$ cat src/rtl/risc_mgmt_test_exec.sv
// Execute/memory-sequencing unit for the RISC-MGMT test extension.
// Runs one decoded test instruction at a time through IDLE/STALL/MEM/RESP; every output is registered.
module risc_mgmt_test_exec #(
    parameter int IMM_W        = 9,
    parameter int STALL_CYCLES = 5,
    parameter int VAR_STALL_EN = 0,
    parameter int MEM_TIMEOUT  = 0
) (
    input  logic             CLK,
    input  logic             RST,
    input  logic             start,
    input  logic [3:0]       funct,
    input  logic [IMM_W-1:0] imm,
    input  logic [31:0]      rs_0_data,
    input  logic [31:0]      rs_1_data,
    input  logic [31:0]      pc,
    input  logic             flush,
    output logic             busy,
    output logic             done,
    output logic             rd_wen,
    output logic [31:0]      rd_data,
    output logic             br_j_taken,
    output logic [31:0]      br_j_addr,
    output logic             exception,
    output logic             mem_ren,
    output logic             mem_wen,
    output logic [31:0]      mem_addr,
    output logic [31:0]      mem_store,
    input  logic             mem_busy,
    input  logic [31:0]      mem_load
);

    localparam logic [1:0] ST_IDLE  = 2'd0;
    localparam logic [1:0] ST_STALL = 2'd1;
    localparam logic [1:0] ST_MEM   = 2'd2;
    localparam logic [1:0] ST_RESP  = 2'd3;

    localparam logic [3:0] F_RTYPE       = 4'd0;
    localparam logic [3:0] F_RTYPE_STALL = 4'd1;
    localparam logic [3:0] F_BR_J        = 4'd2;
    localparam logic [3:0] F_MEM_LOAD    = 4'd3;
    localparam logic [3:0] F_MEM_STORE   = 4'd4;
    localparam logic [3:0] F_NOP         = 4'd6;

    localparam logic [7:0]  FIX_STALL = 8'(STALL_CYCLES);
    localparam bit          TMO_EN    = (MEM_TIMEOUT > 0);
    localparam logic [31:0] TMO_LAST  = TMO_EN ? 32'(MEM_TIMEOUT - 1) : 32'd0;

    function automatic logic [31:0] sext_imm(input logic [IMM_W-1:0] v);
        return {{(32-IMM_W){v[IMM_W-1]}}, v};
    endfunction

    logic [1:0]  state_r, state_nx_s;
    logic [7:0]  stall_cnt_r, stall_cnt_nx_s;
    logic [31:0] tmo_cnt_r, tmo_cnt_nx_s;
    logic [31:0] sum_r, sum_nx_s;
    logic        busy_r, done_r, rd_wen_r, br_j_taken_r, exception_r, mem_ren_r, mem_wen_r;
    logic        done_nx_s, rd_wen_nx_s, br_j_taken_nx_s, exception_nx_s, mem_ren_nx_s, mem_wen_nx_s;
    logic [31:0] rd_data_r, br_j_addr_r, mem_addr_r, mem_store_r;
    logic [31:0] rd_data_nx_s, br_j_addr_nx_s, mem_addr_nx_s, mem_store_nx_s;
    logic [7:0]  stall_len_s;
    logic [31:0] imm_ext_s;

    // Stall length: fixed parameter or low nibble of the immediate.
    always_comb begin
        imm_ext_s = sext_imm(imm);
        if (VAR_STALL_EN != 0) begin
            stall_len_s = {4'd0, imm[3:0]};
        end else begin
            stall_len_s = FIX_STALL;
        end
    end

    // Next-state and next-output computation; pulses default low every cycle.
    always_comb begin
        state_nx_s      = state_r;
        stall_cnt_nx_s  = stall_cnt_r;
        tmo_cnt_nx_s    = tmo_cnt_r;
        sum_nx_s        = sum_r;
        done_nx_s       = 1'b0;
        rd_wen_nx_s     = 1'b0;
        br_j_taken_nx_s = 1'b0;
        exception_nx_s  = 1'b0;
        rd_data_nx_s    = rd_data_r;
        br_j_addr_nx_s  = br_j_addr_r;
        mem_ren_nx_s    = mem_ren_r;
        mem_wen_nx_s    = mem_wen_r;
        mem_addr_nx_s   = mem_addr_r;
        mem_store_nx_s  = mem_store_r;
        if (flush) begin
            state_nx_s   = ST_IDLE;
            mem_ren_nx_s = 1'b0;
            mem_wen_nx_s = 1'b0;
        end else begin
            case (state_r)
                ST_IDLE: begin
                    if (start) begin
                        case (funct)
                            F_RTYPE, F_RTYPE_STALL: begin
                                if ((funct == F_RTYPE_STALL) && (stall_len_s != 8'd0)) begin
                                    state_nx_s     = ST_STALL;
                                    stall_cnt_nx_s = stall_len_s;
                                    sum_nx_s       = rs_0_data + rs_1_data;
                                end else begin
                                    state_nx_s   = ST_RESP;
                                    done_nx_s    = 1'b1;
                                    rd_wen_nx_s  = 1'b1;
                                    rd_data_nx_s = rs_0_data + rs_1_data;
                                end
                            end
                            F_BR_J: begin
                                state_nx_s      = ST_RESP;
                                done_nx_s       = 1'b1;
                                br_j_taken_nx_s = 1'b1;
                                br_j_addr_nx_s  = pc + {imm_ext_s[30:0], 1'b0};
                            end
                            F_MEM_LOAD, F_MEM_STORE: begin
                                state_nx_s     = ST_MEM;
                                mem_ren_nx_s   = (funct == F_MEM_LOAD);
                                mem_wen_nx_s   = (funct == F_MEM_STORE);
                                mem_addr_nx_s  = rs_0_data + imm_ext_s;
                                mem_store_nx_s = rs_1_data;
                                tmo_cnt_nx_s   = 32'd0;
                            end
                            F_NOP: begin
                                state_nx_s = ST_RESP;
                                done_nx_s  = 1'b1;
                            end
                            default: begin
                                state_nx_s     = ST_RESP;
                                done_nx_s      = 1'b1;
                                exception_nx_s = 1'b1;
                            end
                        endcase
                    end else begin
                        state_nx_s = ST_IDLE;
                    end
                end
                ST_STALL: begin
                    if (stall_cnt_r == 8'd1) begin
                        state_nx_s   = ST_RESP;
                        done_nx_s    = 1'b1;
                        rd_wen_nx_s  = 1'b1;
                        rd_data_nx_s = sum_r;
                    end else begin
                        stall_cnt_nx_s = stall_cnt_r - 8'd1;
                    end
                end
                ST_MEM: begin
                    if (!mem_busy) begin
                        state_nx_s   = ST_RESP;
                        done_nx_s    = 1'b1;
                        mem_ren_nx_s = 1'b0;
                        mem_wen_nx_s = 1'b0;
                        if (mem_ren_r) begin
                            rd_wen_nx_s  = 1'b1;
                            rd_data_nx_s = mem_load;
                        end else begin
                            rd_wen_nx_s = 1'b0;
                        end
                    end else if (TMO_EN && (tmo_cnt_r == TMO_LAST)) begin
                        // Busy for MEM_TIMEOUT consecutive cycles: drop the request and trap.
                        state_nx_s     = ST_RESP;
                        done_nx_s      = 1'b1;
                        exception_nx_s = 1'b1;
                        mem_ren_nx_s   = 1'b0;
                        mem_wen_nx_s   = 1'b0;
                    end else begin
                        tmo_cnt_nx_s = tmo_cnt_r + 32'd1;
                    end
                end
                ST_RESP: begin
                    state_nx_s = ST_IDLE;
                end
                default: begin
                    state_nx_s   = ST_IDLE;
                    mem_ren_nx_s = 1'b0;
                    mem_wen_nx_s = 1'b0;
                end
            endcase
        end
    end

    // State and output registers with asynchronous reset.
    always_ff @(posedge CLK or posedge RST) begin
        if (RST) begin
            state_r      <= ST_IDLE;
            stall_cnt_r  <= 8'd0;
            tmo_cnt_r    <= 32'd0;
            sum_r        <= 32'd0;
            busy_r       <= 1'b0;
            done_r       <= 1'b0;
            rd_wen_r     <= 1'b0;
            rd_data_r    <= 32'd0;
            br_j_taken_r <= 1'b0;
            br_j_addr_r  <= 32'd0;
            exception_r  <= 1'b0;
            mem_ren_r    <= 1'b0;
            mem_wen_r    <= 1'b0;
            mem_addr_r   <= 32'd0;
            mem_store_r  <= 32'd0;
        end else begin
            state_r      <= state_nx_s;
            stall_cnt_r  <= stall_cnt_nx_s;
            tmo_cnt_r    <= tmo_cnt_nx_s;
            sum_r        <= sum_nx_s;
            busy_r       <= (state_nx_s != ST_IDLE);
            done_r       <= done_nx_s;
            rd_wen_r     <= rd_wen_nx_s;
            rd_data_r    <= rd_data_nx_s;
            br_j_taken_r <= br_j_taken_nx_s;
            br_j_addr_r  <= br_j_addr_nx_s;
            exception_r  <= exception_nx_s;
            mem_ren_r    <= mem_ren_nx_s;
            mem_wen_r    <= mem_wen_nx_s;
            mem_addr_r   <= mem_addr_nx_s;
            mem_store_r  <= mem_store_nx_s;
        end
    end

    assign busy       = busy_r;
    assign done       = done_r;
    assign rd_wen     = rd_wen_r;
    assign rd_data    = rd_data_r;
    assign br_j_taken = br_j_taken_r;
    assign br_j_addr  = br_j_addr_r;
    assign exception  = exception_r;
    assign mem_ren    = mem_ren_r;
    assign mem_wen    = mem_wen_r;
    assign mem_addr   = mem_addr_r;
    assign mem_store  = mem_store_r;

endmodule

$ cat config.mk
export PLATFORM = sky130hd
export DESIGN_NAME = risc_mgmt_test_exec
export DESIGN_NICKNAME = d
export VERILOG_FILES = /design/src/rtl/risc_mgmt_test_exec.sv
export SDC_FILE = /design/constraint.sdc
export NUM_CORES = 1
export LEC_CHECK = 0
export BUFFER_PORTS_ARGS = -buffer_cell sky130_fd_sc_hd__buf_2
export CORE_AREA = 2 2 201 203
export DETAILED_ROUTE_END_ITERATION = 7
export DIE_AREA = 0 0 203 205
export SETUP_SLACK_MARGIN = 0.4
export SYNTH_ARGS = -nofsm -noshare
export SYNTH_HDL_FRONTEND = slang
export SYNTH_SLANG_ARGS = --single-unit
$ cat constraint.sdc
create_clock -name CLK -period 13.8 [get_ports CLK]
set_input_delay 1.38 -clock CLK [delete_from_list [all_inputs] [get_ports CLK]]
set_output_delay 1.38 -clock CLK [all_outputs]
set_load 0.005 [all_outputs]
==> results.yml, run 1 <==
run_status:
  outcome: "complete, no violations"
yosys:
  ys_top_cells_by_area: "dfrtp_1 38%, ha_1 11%, o21ai_0 6.1%, nand2_1 5.6%, mux2_2 5.6%"
  synth.most_common_cell: "dfrtp_1"
  synth_top_cells_by_count: "177 x dfrtp_1, 175 x nand2_1, 142 x o21ai_0"
  synthesis.instances: 1264
  largest_area_contributor_in_the_netlist: "dfrtp_1"
  synth-seq-area-share_pct: 37.9
  yosysTopAreaCellShare_pct: 37.9
  synthesis.nets: 1512
  yosys_register_bits: 177
  number_of_synthesized_flops_with_an_enable_pin: 0
  async_reset_ff_share_pct: 100
  mappedNetlistArea_um2: 11700
  synth.lib_cells_used.distinct: 69
  syn_avg_cell_area_um2: 9.26
  synth.yosys.warnings: 0
  ys_dominant_reg_cell: "dfrtp_1"
worst_setup_path:
  worst-endpoint-arrival_ps: 4530
  reg_to_reg_startpoint: "state_r[0]"
  critical_path_peak_fanout: 47
  reg2reg_to: "rd_data[27]"
  r2r_setup_slack_ps: 10710
  startpoint: "imm[8]"
  critPathKind: "in2reg"
  timing.critical_path.required_ps: 14110
  worst_r2r_path_depth: 10
  worst_setup_path_start_kind: "primary input"
  crit_path_end_kind: "flip-flop"
global_routing:
  number_of_antenna_violations_at_the_first_check_in_global_routing: 8
  largest_net_degree_at_the_start_of_global_routing: 113
  grt_pass1_wl_um: 56600
  grt_pass1_vias: 10100
  track_usage_pct: 17.7
  overflow: 0
sta:
  timing.fmax_mhz: 237
  finalSetupViolCount: 0
  worst_slew_pin_slew_ps: 950
  fin_tns_setup_ps: 0
  slew_violations: 0
  final.setup_skew_ps: 9.85
  grt_setup_unrepaired: "false"
  post-route-min-period_ps: 4220
  max-slew-margin-rel_pct: 36.7
  fin_crit_sh_pct: 30.6
  timing.final.hold_violations: 0
floorplan:
  die-area_um2: 41600
  initial_cell_density_of_the_core_pct: 29.7
  die-height_um: 205
  design.portCount: 281
  std_cell_rows: 73
  coreArea_um2: 39400
  die_x_um: 203
min_path:
  worstHoldPathType: "reg2reg"
  min_path_cells: 2
  worst_hold_path.endpoint: "rd_data[26]"
  hold_startpoint: "rd_data[26]"
placement:
  portBuffers: 280
  dp_hpwl_um: 28900
  finalWeightedCongestion: 0.859
power_and_ir_drop:
  clk_pwr_share_pct: 22.7
  power.share.sequential_pct: 37.5
  power.switching_mw: 0.821
  post-layout-total-power_mw: 2.20
  total_leakage_power_nw: 6.99
  p_int_mw: 1.38
  peakVddDrop_mv: 0.0861
  comb_power_share_pct: 39.8
  power.density_cell_area_nw_per_um2: 155
  swShare_pct: 37.2
clock_network:
  postCtsResizedCells: 0
  clock_tree_from_tritoncts: "done"
  maximum_level_of_the_cts_h_tree: 4
  cts_inserted_buffers: 17
  worst_skew_late_latency_ps: 450
  clockBufferDepth: 2
  clk_pin_slew_ps: 70
  cts.hold.buffers_added: 0
  cts_root_buf: "clkbuf_16"
  post-cts-setup-buffers: 0
  clock-sinks: 177
drt:
  first_pass_iters: 5
  vias_per_cell: 5.13
  drt_drc_violations_left: 0
  postRouteAntennaNets: 0
  totalWireLength_um: 37100
  drt_first_iter_violations: 574
  routed_wire_length_per_instance_um: 18.1
  vias: 10500
cells_and_area:
  design.final.nets: 1764
  area_growth_pct: 21.5
  final_layout_size_suffix_gt1_share_pct: 25.9
run:
  drv_cap: 0
-- power groups by stage --
stage	sequential [mW]	clock (mW)	combinational, mW
after floorplan	0.837	0	0.522
after global placement	0.830	0	0.878
after detailed placement	0.836	0	0.889
after CTS	0.828	0.516	0.892
after global routing	0.853	0.536	0.989
final	0.828	0.500	0.877
-- registers in the layout, summed over array words and instances (netlist names), 2 cells and up --
register and count:
br_j_addr 32, mem_addr 32, mem_store 32, rd_data 32
sum_r 32, stall_cnt_r 8, state_r 2
-- routing by layer --
metal / wire (um) / track usage, %
met5: 91 / 0
met4: 813 / 5.68
met3: 2610 / 5.35
met2: 17500 / 29.6
met1: 16100 / 21.8
-- kinds of logic after synthesis --
group,share of synthesized area (%)
AOI/OAI and AO/OA,23.6
adders and majority gates,11.1
buffers and inverters,2.41
DFF,37.9
muxes,6.01
xor gates and xnor gates,6.59
and+or+nand+nor,12.5
-- final cells by class --
class | instances | area, um^2
multi-input combinational | 1012 | 7010
sequential | 177 | 4430
clock buffer | 20 | 447
antenna | 1 | 2.50
tap | 525 | 657
inverter | 21 | 86.3
clock inverter | 10 | 129
timing repair buffer | 287 | 1450
fill | 4048 | 25200
-- stage by stage --
step | cell area (um^2) | hold slack, ps | util [%] | worst slack (ps) | cells
2_1_floorplan | 11700 | 450 | - | 7620 | 1264
3_3_place_gp | 13600 | 456 | 34.6 | 9180 | 2022
3_5_place_dp | 13600 | 461 | 34.6 | 9170 | 2022
4_1_cts | 14200 | 478 | 36.1 | 9630 | 2052
5_1_grt | 14200 | 491 | 36.1 | 9290 | 2052
6_report | 14200 | 469 | 36.1 | 9580 | 2053
-- worst max-delay path: stages --
cell and delay, ps:
buf_2 80, buf_4 490, ha_1 390, a21o_1 190
a221o_1 350, a21oi_1 260, a2111oi_2 130, o311ai_0 520
a21oi_1 160, o41ai_2 280, xor2_1 190, o21ai_1 70
-- placed cells by master, fill, tap and decap left out, types with 26 or more instances in the layout --
| cell | count |
|---|---|
| o21ai_0 | 142 |
| dfrtp_1 | 177 |
| a221oi_1 | 26 |
| a21o_1 | 46 |
| xor2_1 | 48 |
| nand2_1 | 174 |
| xnor2_1 | 40 |
| ha_1 | 99 |
| buf_2 | 280 |
| a21oi_1 | 101 |
| mux2_2 | 58 |
| nor2_1 | 51 |
-- worst max path at each step --
| stage | slack (ps) | endpoint | cells after the start |
|---|---|---|---|
| global route | 9290 | mem_addr[29] | 12 |
| finish | 9580 | mem_addr[29] | 12 |
| CTS | 9630 | mem_addr[29] | 12 |
| floorplan | 7620 | br_j_addr[0] | 1 |
| global placement | 9180 | mem_addr[29] | 12 |
| detailed placement | 9170 | mem_addr[29] | 12 |
No activity file was read; power rests on OpenSTA's default activity.
==> inputs of run 2 (changes only) <==
==> constraint.sdc (replaced) <==
create_clock -name CLK -period 4.15 [get_ports CLK]
set_input_delay 0.415 -clock CLK [delete_from_list [all_inputs] [get_ports CLK]]
set_output_delay 0.415 -clock CLK [all_outputs]
set_load 0.005 [all_outputs]
==> results.yml, run 2 (synthesized netlist as in run 1, its figures left out) <==
sta:
  max-slew-margin-rel_pct: 32.3
  worst_slew_pin_slew_ps: 1010
  fin_crit_sh_pct: 73.4
  timing.fmax_mhz: 328
  fin_tns_setup_ps: 0
  slew_violations: 0
  grt_setup_unrepaired: "false"
  timing.final.hold_violations: 0
  final.setup_skew_ps: 11.8
  finalSetupViolCount: 0
  post-route-min-period_ps: 3040
worst_setup_path:
  critical-path-top-cell-by-count: "a21oi_1"
  timing.critical_path.required_ps: 4450
  cp_num_buf_inv: 1
  worst_setup_path_start_kind: "primary input"
  worst_r2r_path_depth: 7
  cpLargestDelayFamily: "compound AO/OA/AOI/OAI gates"
  crit_path_end_kind: "flip-flop"
  reg_to_reg_startpoint: "state_r[0]"
  crit_slowest_cell: "o311ai_0"
  r2r_setup_slack_ps: 1200
  critPathMaxStageDelay_ps: 610
  critPathKind: "in2reg"
  cp_cell_sequence: "buf_2 -> ha_1 -> a21o_1 -> a221o_1 -> a21oi_1 -> a2111oi_2 -> o311ai_0 -> a21oi_1 -> o41ai_2 -> xor2_1 -> o21ai_1"
  reg2reg_to: "rd_data[6]"
  worst-endpoint-arrival_ps: 3350
  critical_path_peak_fanout: 13
cells_and_area:
  sequential_cell_area_in_the_final_layout_um2: 4430
  multiInputGateArea_um2: 7010
  area_growth_pct: 22.3
  nFillCells: 4050
  design.final.nets: 1770
  final_layout_size_suffix_gt1_share_pct: 26.4
  utilization_pct: 36.4
  mostFrequentLayoutCells: "280 x buf_2, 177 x dfrtp_1, 174 x nand2_1"
  mostFrequentLayoutCell: "buf_2"
power_and_ir_drop:
  total_leakage_power_nw: 7.03
  power.switching_mw: 2.82
  clk_pwr_share_pct: 23.0
  swShare_pct: 38.1
  power.density_cell_area_nw_per_um2: 517
  comb_power_share_pct: 39.7
  peakVddDrop_mv: 0.285
  power.share.sequential_pct: 37.3
  p_int_mw: 4.58
floorplan:
  die_x_um: 203
  design.portCount: 281
  die-area_um2: 41600
  initial_cell_density_of_the_core_pct: 29.7
  coreArea_um2: 39400
  std_cell_rows: 73
  die-height_um: 205
placement:
  finalWeightedCongestion: 0.886
  dp_hpwl_um: 29500
  portBuffers: 280
drt:
  vias: 10500
  totalWireLength_um: 38000
  first_pass_iters: 5
  routed_wire_length_per_instance_um: 18.4
  drt_first_iter_violations: 521
  drt_drc_violations_left: 0
  vias_per_cell: 5.11
  postRouteAntennaNets: 0
clock_network:
  cts.hold.buffers_added: 0
  clock-sinks: 177
  worst_skew_late_latency_ps: 450
  cts_inserted_buffers: 17
  clk_pin_slew_ps: 80
  cts_root_buf: "clkbuf_16"
  clock_tree_from_tritoncts: "done"
  clockBufferDepth: 2
  postCtsResizedCells: 0
  post-cts-setup-buffers: 0
  maximum_level_of_the_cts_h_tree: 4
run_status:
  outcome: "complete, no violations"
global_routing:
  grt_pass1_wl_um: 59000
  overflow: 0
  largest_net_degree_at_the_start_of_global_routing: 85
  track_usage_pct: 18.4
  grt_pass1_vias: 10400
  number_of_antenna_violations_at_the_first_check_in_global_routing: 6
min_path:
  worstHoldPathType: "in2async"
run:
  drv_cap: 0
[run 2: per-layer routing]
layer / track usage [%] / vias to the layer above / wire length (um)
li1: - / 5169 / -
met1: 23.1 / 4998 / 16400
met2: 30.8 / 333 / 18000
met3: 5.93 / 33 / 3030
met4: 4.17 / 8 / 576
met5: 0 / - / 45
[run 2: layout make-up]
| type | count | share of cell area (%) |
|---|---|---|
| well taps | 525 | 4.59 |
| multi-input cells | 1012 | 49.0 |
| inverters | 21 | 0.577 |
| clock buffers | 18 | 3.07 |
| repair buffers | 293 | 10.6 |
| clock inverters | 14 | 1.21 |
| diodes | 4 | 0.0699 |
| flip-flops and latches | 177 | 30.9 |
[run 2: how the worst max path moves through the flow]
stage          cells after the start           end    startpoint  slack [ps]
6_report                          11  mem_addr[29]        imm[8]        1110
5_1_grt                           11  mem_addr[29]        imm[8]         880
4_1_cts                           12   rd_data[30]  rs_0_data[0]        1210
3_5_place_dp                      12   rd_data[30]  rs_0_data[0]         720
3_3_place_gp                      12  mem_addr[22]        imm[0]         750
2_1_floorplan                     11   rd_data[30]  rs_0_data[0]        1360
[run 2: power by group through the flow]
stage | combinational, mW | clock (mW) | sequential, mW
floorplan | 1.74 | 0 | 2.78
global placement | 2.93 | 0 | 2.77
detailed placement | 2.98 | 0 | 2.79
CTS | 2.98 | 1.78 | 2.76
global route | 3.31 | 1.85 | 2.85
finish | 2.93 | 1.70 | 2.76
[run 2: through the flow]
| stage | instance area (um^2) | hold WS (ps) | cells | total power, mW | setup WS, ps |
|---|---|---|---|---|---|
| after global routing | 14300 | 186 | 2060 | 8.02 | 875 |
| final | 14300 | 160 | 2064 | 7.40 | 1110 |
| after CTS | 14300 | 161 | 2060 | 7.52 | 1210 |
| after global placement | 13700 | 456 | 2028 | 5.70 | 748 |
| after floorplan | 11700 | 450 | 1264 | 4.52 | 1360 |
| after detailed placement | 13700 | 462 | 2028 | 5.76 | 722 |
==> inputs of run 3 (changes only) <==
--- a/config.mk
+++ b/config.mk
@@ -5,10 +5,11 @@
 export SDC_FILE = /design/constraint.sdc
 export NUM_CORES = 1
 export LEC_CHECK = 0
+export ABC_AREA = 1
 export BUFFER_PORTS_ARGS = -buffer_cell sky130_fd_sc_hd__buf_2
-export CORE_AREA = 2 2 201 203
+export CORE_AREA = 2 2 218 220
 export DETAILED_ROUTE_END_ITERATION = 7
-export DIE_AREA = 0 0 203 205
+export DIE_AREA = 0 0 220 222
 export SETUP_SLACK_MARGIN = 0.4
 export SYNTH_ARGS = -nofsm -noshare
 export SYNTH_HDL_FRONTEND = slang
==> constraint.sdc (replaced) <==
create_clock -name CLK -period 2.9 [get_ports CLK]
set_input_delay 0.29 -clock CLK [delete_from_list [all_inputs] [get_ports CLK]]
set_output_delay 0.29 -clock CLK [all_outputs]
set_load 0.005 [all_outputs]
==> results.yml, run 3 <==
run_status:
  outcome: "complete, no violations"
drt:
  vias: 14400
  first_pass_iters: 5
  routed_wire_length_per_instance_um: 16.7
  totalWireLength_um: 51200
  drt_drc_violations_left: 0
  drt_first_iter_violations: 971
  vias_per_cell: 4.72
  postRouteAntennaNets: 0
clock_network:
  worst_skew_late_latency_ps: 470
  clock_tree_from_tritoncts: "done"
  clk_pin_slew_ps: 80
  maximum_level_of_the_cts_h_tree: 4
  clock-sinks: 177
  cts_root_buf: "clkbuf_16"
  cts_inserted_buffers: 17
  post-cts-setup-buffers: 0
  clockBufferDepth: 2
placement:
  postPlaceCellArea_um2: 16000
  pre_cts_slack_ps: 352
  portBuffers: 280
  finalWeightedCongestion: 0.951
  dp_hpwl_um: 41300
yosys:
  synth.yosys.warnings: 0
  synth.lib_cells_used.distinct: 40
  synth.most_common_cell: "nand2_1"
  synth_top_cells_by_count: "931 x nand2_1, 271 x inv_1, 177 x dfrtp_1"
  yosys_register_bits: 177
  async_reset_ff_share_pct: 100
  ys_dominant_reg_cell: "dfrtp_1"
  synthesis.instances: 2162
  largest_area_contributor_in_the_netlist: "dfrtp_1"
  ys_top_cells_by_area: "dfrtp_1 32%, nand2_1 25%, ha_1 8.9%, inv_1 7.3%, nand3_1 4.7%"
  synth-seq-area-share_pct: 32.0
  synthesis.nets: 2410
  mappedNetlistArea_um2: 13900
  number_of_synthesized_flops_with_an_enable_pin: 0
  yosysTopAreaCellShare_pct: 32.0
  syn_avg_cell_area_um2: 6.41
power_and_ir_drop:
  power.share.sequential_pct: 35.9
  peakVddDrop_mv: 0.357
  swShare_pct: 42.2
  comb_power_share_pct: 42.5
  p_int_mw: 6.42
  power.density_cell_area_nw_per_um2: 669
  total_leakage_power_nw: 9.56
  power.switching_mw: 4.69
  clk_pwr_share_pct: 21.6
sta:
  fin_tns_setup_ps: 0
  final.setup_skew_ps: 7.89
  timing.fmax_mhz: 446
  finalSetupViolCount: 0
  post-route-min-period_ps: 2240
  grt_setup_unrepaired: "false"
  worst_slack_ps: 658
  max-slew-margin-rel_pct: 55.9
  fin_crit_sh_pct: 77.3
  worst_slew_pin_slew_ps: 660
  slew_violations: 0
  timing.final.hold_violations: 0
worst_setup_path:
  worst_r2r_path_depth: 10
  critPathMaxStageDelay_ps: 390
  critical_path_peak_fanout: 42
  timing.critical_path.required_ps: 3320
  cp_cell_sequence: "inv_1 -> ha_1 -> inv_2 -> o21ai_0 -> nor4_2 -> nand3_2 -> buf_6 -> a21oi_1 -> nand2_1 -> nand2_1"
  cp_num_buf_inv: 3
  crit_path_end_kind: "flip-flop"
  crit_slowest_cell: "dfrtp_1"
  critPathKind: "reg2reg"
  cpLargestDelayFamily: "simple AND/OR/NAND/NOR gates"
  worst-path-stages: 10
  worst_setup_path_start_kind: "flip-flop"
  critical-path-top-cell-by-count: "nand2_1"
  worst-endpoint-arrival_ps: 2660
cells_and_area:
  area_growth_pct: 19.9
  design.final.nets: 2683
  final_layout_size_suffix_gt1_share_pct: 15.0
  mostFrequentLayoutCell: "nand2_1"
  nFillCells: 5062
  finish.instance_area_um2: 16600
  mostFrequentLayoutCells: "930 x nand2_1, 280 x buf_2, 270 x inv_1"
global_routing:
  track_usage_pct: 21.0
  grt_pass1_wl_um: 78500
  number_of_antenna_violations_at_the_first_check_in_global_routing: 7
  grt_pass1_vias: 13900
  largest_net_degree_at_the_start_of_global_routing: 92
  overflow: 0
floorplan:
  initial_cell_density_of_the_core_pct: 29.9
  coreArea_um2: 46300
  die-height_um: 222
  die_x_um: 220
  die-area_um2: 48800
  design.portCount: 281
  std_cell_rows: 79
min_path:
  worstHoldPathType: "in2reg"
  min_path_cells: 3
run:
  drv_cap: 0
## run 3: cell count changes after synthesis, sizes merged, moves of 13 or more
cell,delta
a21o,-45
a21oi,+36
a221oi,-26
buf,+13
clkbuf,-21
inv,+259
mux2,-58
nand2,+756
nand3,+111
nor2,+93
o21ai,-60
xor2,-34
## run 3: per-stage QoR
| step | instances | hold slack, ps | total power [mW] | utilization (%) |
|---|---|---|---|---|
| 3_3_place_gp | 3021 | 397 | 8.69 | 34.6 |
| 2_1_floorplan | 2162 | 400 | 6.82 | - |
| 3_5_place_dp | 3021 | 409 | 8.75 | 34.6 |
| 5_1_grt | 3060 | 12.0 | 12.0 | 35.9 |
| 4_1_cts | 3055 | 4.19 | 11.2 | 35.9 |
| 6_report | 3061 | 31.4 | 11.1 | 35.9 |
## run 3: tightest hold or removal path, stage by stage
cell	delay, ps
buf_2	90
nand2_1	50
nand2_1	40
## run 3: final cells by class
class / instances / area (um^2) / share of cell area (%)
well taps: 607 / 759 / 4.57
clock inverters: 14 / 141 / 0.851
inverters: 279 / 1050 / 6.34
clock buffers: 18 / 439 / 2.64
repair buffers: 300 / 1600 / 9.62
flip-flops and latches: 177 / 4430 / 26.7
diodes: 6 / 15.0 / 0.0904
multi-input cells: 1660 / 8170 / 49.2
## run 3: cells by family (layout without fill, tap and decap cells)
family | count (synthesis) | count (layout) | share of synthesized area, %
flip-flops | 177 | 177 | 32.0
other | 0 | 6 | 0
XOR/XNOR | 50 | 50 | 3.16
AO/OA/AOI/OAI | 259 | 259 | 10.4
buffers and inverters | 325 | 611 | 9.04
AND/OR/NAND/NOR | 1249 | 1249 | 36.0
adder cells (fa/ha/maj) | 102 | 102 | 9.38
## run 3: power groups by stage
| stage | sequential (mW) | combinational (mW) | clock, mW |
|---|---|---|---|
| after floorplan | 4.00 | 2.82 | 0 |
| after global placement | 4.00 | 4.69 | 0 |
| after detailed placement | 4.01 | 4.73 | 0 |
| after CTS | 3.99 | 4.76 | 2.47 |
| after global routing | 4.10 | 5.34 | 2.55 |
| final | 3.99 | 4.72 | 2.40 |
## run 3: worst paths after layout
kind                            slack (ps)             to          start
worst max-delay path                   660    rd_data[26]     state_r[0]
worst max register to register         660    rd_data[26]     state_r[0]
min in group asynchronous              450         rd_wen            RST
worst min-delay path                    30  mem_store[26]  rs_1_data[26]
worst min register to register         480    rd_data[19]    rd_data[19]
max in group asynchronous             1510  mem_store[18]            RST
## run 3: metal layers
| metal | track usage, % | vias up | part of all wire (%) |
|---|---|---|---|
| li1 | - | 7359 | - |
| met1 | 29.0 | 6653 | 48 |
| met2 | 33.2 | 377 | 45 |
| met3 | 3.14 | 52 | 4.4 |
| met4 | 6.95 | 2 | 2.3 |
| met5 | 0 | - | 0.021 |
## run 3: what timing repair did
action	CTS	global route
hold buffers	2	0
resized for setup	0	2
endpoints found under the hold margin	22	0
endpoints found under the setup margin	0	34
